===== src/rtl/oci_dct_pkg.sv =====
// Shared constants, branch-outcome code values and packer state encoding for the OCI DCT trace path.
package oci_dct_pkg;

    localparam int SLOT_W  = 2;
    localparam int FRAME_W = 36;
    localparam int CNT_W   = 4;
    localparam int BUF_W   = 30;

    localparam logic [SLOT_W-1:0] DCT_NT  = 2'b01;
    localparam logic [SLOT_W-1:0] DCT_TK  = 2'b10;
    localparam logic [SLOT_W-1:0] DCT_EXC = 2'b11;

    typedef enum logic [1:0] {
        EMPTY,
        FILL,
        STALL
    } dct_state_e;

    // 2'b00 is not a real outcome and never occupies a slot.
    function automatic logic is_legal(input logic [SLOT_W-1:0] code);
        return (code == DCT_NT) || (code == DCT_TK) || (code == DCT_EXC);
    endfunction

endpackage


===== src/rtl/oci_dct_idle_timer.sv =====
// Idle counter for the DCT packer: counts enabled cycles, saturates at TIMEOUT.
// expire is asserted in the cycle whose increment reaches TIMEOUT and held while saturated.
module oci_dct_idle_timer #(
    parameter int TIMEOUT = 256
) (
    input  logic clk,
    input  logic reset,
    input  logic clear,
    input  logic enable,
    output logic expire
);

    localparam int TW = $clog2(TIMEOUT + 1);
    localparam logic [TW-1:0] T_MAX = TW'(TIMEOUT);
    localparam logic [TW-1:0] T_PRE = TW'(TIMEOUT - 1);

    logic [TW-1:0] timer;

    always_ff @(posedge clk or posedge reset) begin
        if (reset) begin
            timer <= '0;
        end else if (clear) begin
            timer <= '0;
        end else if (enable && (timer != T_MAX)) begin
            timer <= timer + TW'(1);
        end
    end

    assign expire = (timer == T_MAX) || (enable && (timer == T_PRE));

endmodule


===== src/rtl/processador_nios2_qsys_0_oci_dct_packer.sv =====
// OCI DCT packer: packs 2-bit branch codes into SLOTS-slot frames, emitted on full, flush or idle timeout.
// Optional DCT_PACKER_DROP_CNT_EN adds a saturating drop_count for codes offered while in_ready is low.
module processador_nios2_qsys_0_oci_dct_packer
    import oci_dct_pkg::*;
#(
    parameter int SLOTS   = 15,
    parameter int TIMEOUT = 256
) (
    input  logic               clk,
    input  logic               reset,
    input  logic               dct_valid,
    input  logic [SLOT_W-1:0]  dct_code,
    output logic               in_ready,
    input  logic               flush,
    output logic [BUF_W-1:0]   dct_buffer,
    output logic [CNT_W-1:0]   dct_count,
    output logic               frame_valid,
    input  logic               frame_ready,
`ifdef DCT_PACKER_DROP_CNT_EN
    output logic [7:0]         drop_count,
`endif
    output logic [FRAME_W-1:0] frame_data
);

    localparam logic [CNT_W-1:0] FULL = CNT_W'(SLOTS);
    localparam logic [CNT_W-1:0] LAST = CNT_W'(SLOTS - 1);

    dct_state_e         state, state_nxt;
    logic               flush_pending, flush_pending_nxt;
    logic               slot_free, accept, flush_req, emit_req, emit;
    logic               timer_en, timer_clr, expire;
    logic [BUF_W-1:0]   upd_buf, buf_nxt;
    logic [CNT_W-1:0]   upd_cnt, cnt_nxt;

    assign slot_free = !frame_valid || frame_ready;
    // Refusing the code that would fill the buffer while the output is busy keeps a full
    // buffer from ever needing to absorb one more code.
    assign in_ready  = (state != STALL) && !((dct_count == LAST) && !slot_free);
    assign accept    = dct_valid && in_ready && is_legal(dct_code);
    assign timer_en  = (dct_count != '0) && !accept;
    assign timer_clr = accept || emit;

    oci_dct_idle_timer #(
        .TIMEOUT (TIMEOUT)
    ) u_idle_timer (
        .clk    (clk),
        .reset  (reset),
        .clear  (timer_clr),
        .enable (timer_en),
        .expire (expire)
    );

    always_comb begin
        upd_buf = dct_buffer;
        for (int i = 0; i < SLOTS; i++) begin
            if (accept && (dct_count == CNT_W'(i))) begin
                upd_buf[SLOT_W*i +: SLOT_W] = dct_code;
            end
        end
        upd_cnt   = dct_count + CNT_W'(accept);
        flush_req = flush || flush_pending;
        // All three triggers fold into one request, so coincident causes yield one frame.
        emit_req  = (upd_cnt == FULL) || (flush_req && (upd_cnt != '0)) || expire;
        emit      = emit_req && slot_free;
    end

    always_comb begin
        buf_nxt           = upd_buf;
        cnt_nxt           = upd_cnt;
        flush_pending_nxt = flush_req && (upd_cnt != '0);
        state_nxt         = state;
        if (emit) begin
            buf_nxt           = '0;
            cnt_nxt           = '0;
            flush_pending_nxt = 1'b0;
        end
        if (emit_req && !slot_free) begin
            state_nxt = STALL;
        end else if (cnt_nxt == '0) begin
            state_nxt = EMPTY;
        end else begin
            state_nxt = FILL;
        end
    end

    always_ff @(posedge clk or posedge reset) begin
        if (reset) begin
            state <= EMPTY;
        end else begin
            state <= state_nxt;
        end
    end

    always_ff @(posedge clk or posedge reset) begin
        if (reset) begin
            dct_buffer    <= '0;
            dct_count     <= '0;
            flush_pending <= 1'b0;
        end else begin
            dct_buffer    <= buf_nxt;
            dct_count     <= cnt_nxt;
            flush_pending <= flush_pending_nxt;
        end
    end

    // frame_data only changes on emit, which needs a free slot, so it is stable while stalled.
    always_ff @(posedge clk or posedge reset) begin
        if (reset) begin
            frame_valid <= 1'b0;
            frame_data  <= '0;
        end else if (emit) begin
            frame_valid <= 1'b1;
            frame_data  <= {upd_cnt, 2'b00, upd_buf};
        end else if (frame_ready) begin
            frame_valid <= 1'b0;
        end
    end

`ifdef DCT_PACKER_DROP_CNT_EN
    always_ff @(posedge clk or posedge reset) begin
        if (reset) begin
            drop_count <= '0;
        end else if (dct_valid && !in_ready && (drop_count != 8'hFF)) begin
            drop_count <= drop_count + 8'd1;
        end
    end
`endif

endmodule

===== config.mk =====
export PLATFORM = sky130hd
export DESIGN_NAME = processador_nios2_qsys_0_oci_dct_packer
export DESIGN_NICKNAME = d
export VERILOG_FILES = /design/src/rtl/oci_dct_pkg.sv /design/src/rtl/oci_dct_idle_timer.sv /design/src/rtl/processador_nios2_qsys_0_oci_dct_packer.sv
export SDC_FILE = /design/constraint.sdc
export NUM_CORES = 1
export LEC_CHECK = 0
export CAP_MARGIN = 10
export CORE_ASPECT_RATIO = 1.2
export CORE_UTILIZATION = 45
export CTS_BUF_LIST = sky130_fd_sc_hd__clkbuf_4 sky130_fd_sc_hd__clkbuf_8
export DETAILED_ROUTE_END_ITERATION = 8
export PLACE_DENSITY = 0.72
export SYNTH_ARGS = -nofsm -noshare
export SYNTH_HDL_FRONTEND = slang
export SYNTH_SLANG_ARGS = --single-unit

===== constraint.sdc =====
create_clock -name clk -period 3.8 [get_ports clk]
set_input_delay 1.14 -clock clk [delete_from_list [all_inputs] [get_ports clk]]
set_output_delay 1.14 -clock clk [all_outputs]
set_load 0.05 [all_outputs]

==> out/results.tsv <==
stage	metric	value	unit
pwr	P_leak	2.208	nW
setup_path	most used cell, CP	ha_2	
synth	Synth Cell Area	3805	sq um
finish	area grow syn2layout	33.48	%
finish	fill count	656	
finish	multi-input logic area	1650	sq um
finish	Post-layout nets	450	
synth	fraction of registers with async set or reset after synthesis	100.0	%
floorplanning	die area	8829	sq um
sta	setup TNS	0	ns
floorplanning	core box area	8153	sq um
clock_network	CTS Buffer Depth	2	
setup_path	CP max stage delay	0.42	ns
global_routing	number of global-route vias before repair	2906	
finish	share of cells above drive strength 1	21.90	%
finish	register area	2027	sq um
routing	remaining antenna violation count	0	
synth	Ys Warns	0	
finish	most frequent cells in the layout	dfrtp_1 (81), clkdlybuf4s50_1 (75), nor2_1 (36)	
place	placed insts	539	
clock_network	TritonCTS Buffers	9	
sta	worst setup margin	0.1487	ns
clock_network	CTS sink count	81	
routing	DR DRC count	0	
sta	worst slew pin tran	0.7398	ns
finish	most common cell after layout, fill and taps aside	dfrtp_1	
setup_path	CP Max Fanout	10	
setup_path	critical path's slowest cell	clkdlybuf4s50_1	
floorplanning	Starting Density	46.67	%
clock_network	TritonCTS clock tree	done	
floorplanning	# IOs	79	
sta	fin crit share	96.09	%
floorplanning	Horiz. Die Dim	85.94	um
routing	vias	2972	
synth	Synth area leader	dfrtp_1	
routing	DRT Pass-1 Iters	4	
global_routing	pin count of the biggest net entering global routing	52	
setup_path	Worst Setup Path Type	input pin to register	
sta	final setup fails	0	
flow_run	max_cap viols	0	
place	Final GP Congestion	0.9180	
place	dpl ws	-0.4471	ns
sta	max-slew violation count	0	
clock_network	Clk Latency, worst-skew pair	0.36	ns
global_routing	All-Layer GR Usage	21.95	%
synth	Synth Area in Adders	1.644	%
synth	EDFF count, synth	0	
synth	Synth Instances	341	
setup_path	crit path cell chain	clkdlybuf4s50_1, or2_4, and3_4, nand2b_4, clkinv_4, ha_2, ha_2, buf_4, o211ai_1, a21oi_2, or3_4, buf_6, mux2_4	
synth	post-synth cell types	44	
sta	Peak Freq	0.2739	GHz
sta	final worst path period need	3.651	ns
synth	largest family of logic cells by synthesized area	simple AND/OR/NAND/NOR gates	
synth	sequential share of the synthesized area	53.27	%
pwr	Max IR drop VDD	0.4630	mV
clock_network	Clk pin slew, worst setup/hold paths	0.09	ns
sta	Clock Skew	0.01069	ns
setup_path	CP top delay family	simple AND/OR/NAND/NOR gates	
synth	leading cell types by total area after synthesis	dfrtp_1 (53%), mux2i_1 (6.1%), mux2_2 (5.3%)	
setup_path	Setup crit start kind	input pin	
routing	DR iter-0 viols	121	
global_routing	initial antenna violation count	0	
routing	Routed WL	9323	um
setup_path	worst path bufs/invs	4	
place	dpl hpwl	6394	um
synth	post-synthesis simple-gate area fraction	19.27	%
synth	XOR/XNOR Fraction of Synth Area	1.841	%
synth	Syn Area/Cell	11.16	sq um
synth	#FFs+latches synth	81	
sta	Rel. slew slack	50.63	%
floorplanning	row cnt	36	
min_path	Hold WC Path Type	register to register	
routing	Vias/cell	5.336	
clock_network	cts hold-fix bufs	0	
status	run status	completed	
synth	post-synthesis compound-gate area fraction	7.267	%
global_routing	gr ovfl total	0	
pwr	PwrDens	837.8	nW/um^2
synth	post-synth top area share	53.27	%
sta	RSZ-0062 raised after global routing	false	
synth	top_reg_cell synth	dfrtp_1	
routing	wire length per cell	16.74	um
sta	Fin. Hold Viols	0	
setup_path	CP Data Arrival Time	3.91	ns
clock_network	htree depth	3	
finish	antenna cell count	0	
floorplanning	chip height	102.7	um
clock_network	root buffer cell	clkbuf_8	
place	Buffers on Ports	76	
synth	post-synthesis mux area share	11.77	%
finish	fin cells	557	
global_routing	first-pass GRT wire length	14800	um
setup_path	endpoint class of the critical path	register	
setup_path	worst endpoint required time	4.05	ns
cells in the mapped netlist (all sizes together), types with 6 or more instances:
master	number
nor2b	6
nand2	10
mux2i	23
buf	13
dfrtp	81
and2	10
a21oi	29
mux2	19
nor3	15
clkbuf	9
nor2	36
inv	8
nor4	27
final timing paths:
kind	from	cells past startpoint	endpoint	slack (ns)
max	dct_code[1]	13	frame_data[22]$_DFFE_PP0N_	0.15
min	frame_data[27]$_DFFE_PP0N_	1	frame_data[27]$_DFFE_PP0N_	0.51
max reg2reg	dct_count[0]$_DFF_PP0_	12	frame_data[22]$_DFFE_PP0N_	0.73
min reg2reg	frame_data[27]$_DFFE_PP0N_	1	frame_data[27]$_DFFE_PP0N_	0.51
max in group asynchronous	reset	3	dct_buffer[27]$_DFF_PP0_	1.96
min in group asynchronous	reset	2	frame_data[20]$_DFFE_PP0N_	1.20
layout make-up:
type / count / area share, %
clock inverter: 7 / 1.232
timing repair buffer: 107 / 20.33
tap: 114 / 2.809
inverter: 9 / 0.7884
clock buffer: 9 / 2.439
sequential: 81 / 39.91
multi-input combinational: 230 / 32.50
timing repair:
item                       in CTS  in global routing
setup endpoints to repair      30                 25
buffers inserted                0                  2
cloned                          0                  0
pin swaps                       1                  0
resized for setup               4                  5
registers in the layout (all words and copies together) (netlist names):
register / cells
flush_pending: 1
dct_buffer: 30
frame_valid: 1
frame_data: 34
dct_count: 4
u_idle_timer.timer: 9
state: 2
through the flow:
step	util, %	instance area [sq um]	total power, W	hold WS [ns]
final	62.29	5079	0.004255	0.5124
after global routing	62.29	5079	0.004478	0.5289
after CTS	61.89	5046	0.004211	0.5158
after detailed placement	59.41	4843	0.003584	0.4943
after global placement	59.41	4843	0.003554	0.4882
after floorplan	-	3847	0.002922	0.5373
cells by family after synthesis:
logic type,count (synthesis)
compound gates,39
simple gates,134
other cells,1
fa+ha+maj,5
flops,81
xor+xnor,8
buf+inv,31
mux,42
report_power, final:
group / internal [W] / switching (W) / leakage, nW
Clock: 0.000252 / 0.000351 / 0.0980
Sequential: 0.00108 / 0.000146 / 1.07
Combinational: 0.000910 / 0.00151 / 1.04
layer usage:
layer	GRT usage, %	vias up	wire length [um]
met4	8.077	0	158
met5	0	-	0
met1	29.18	1470	4050
li1	-	1409	-
met2	36.02	78	4716
met3	4.163	15	396
No activity file was read; power rests on OpenSTA's default activity.
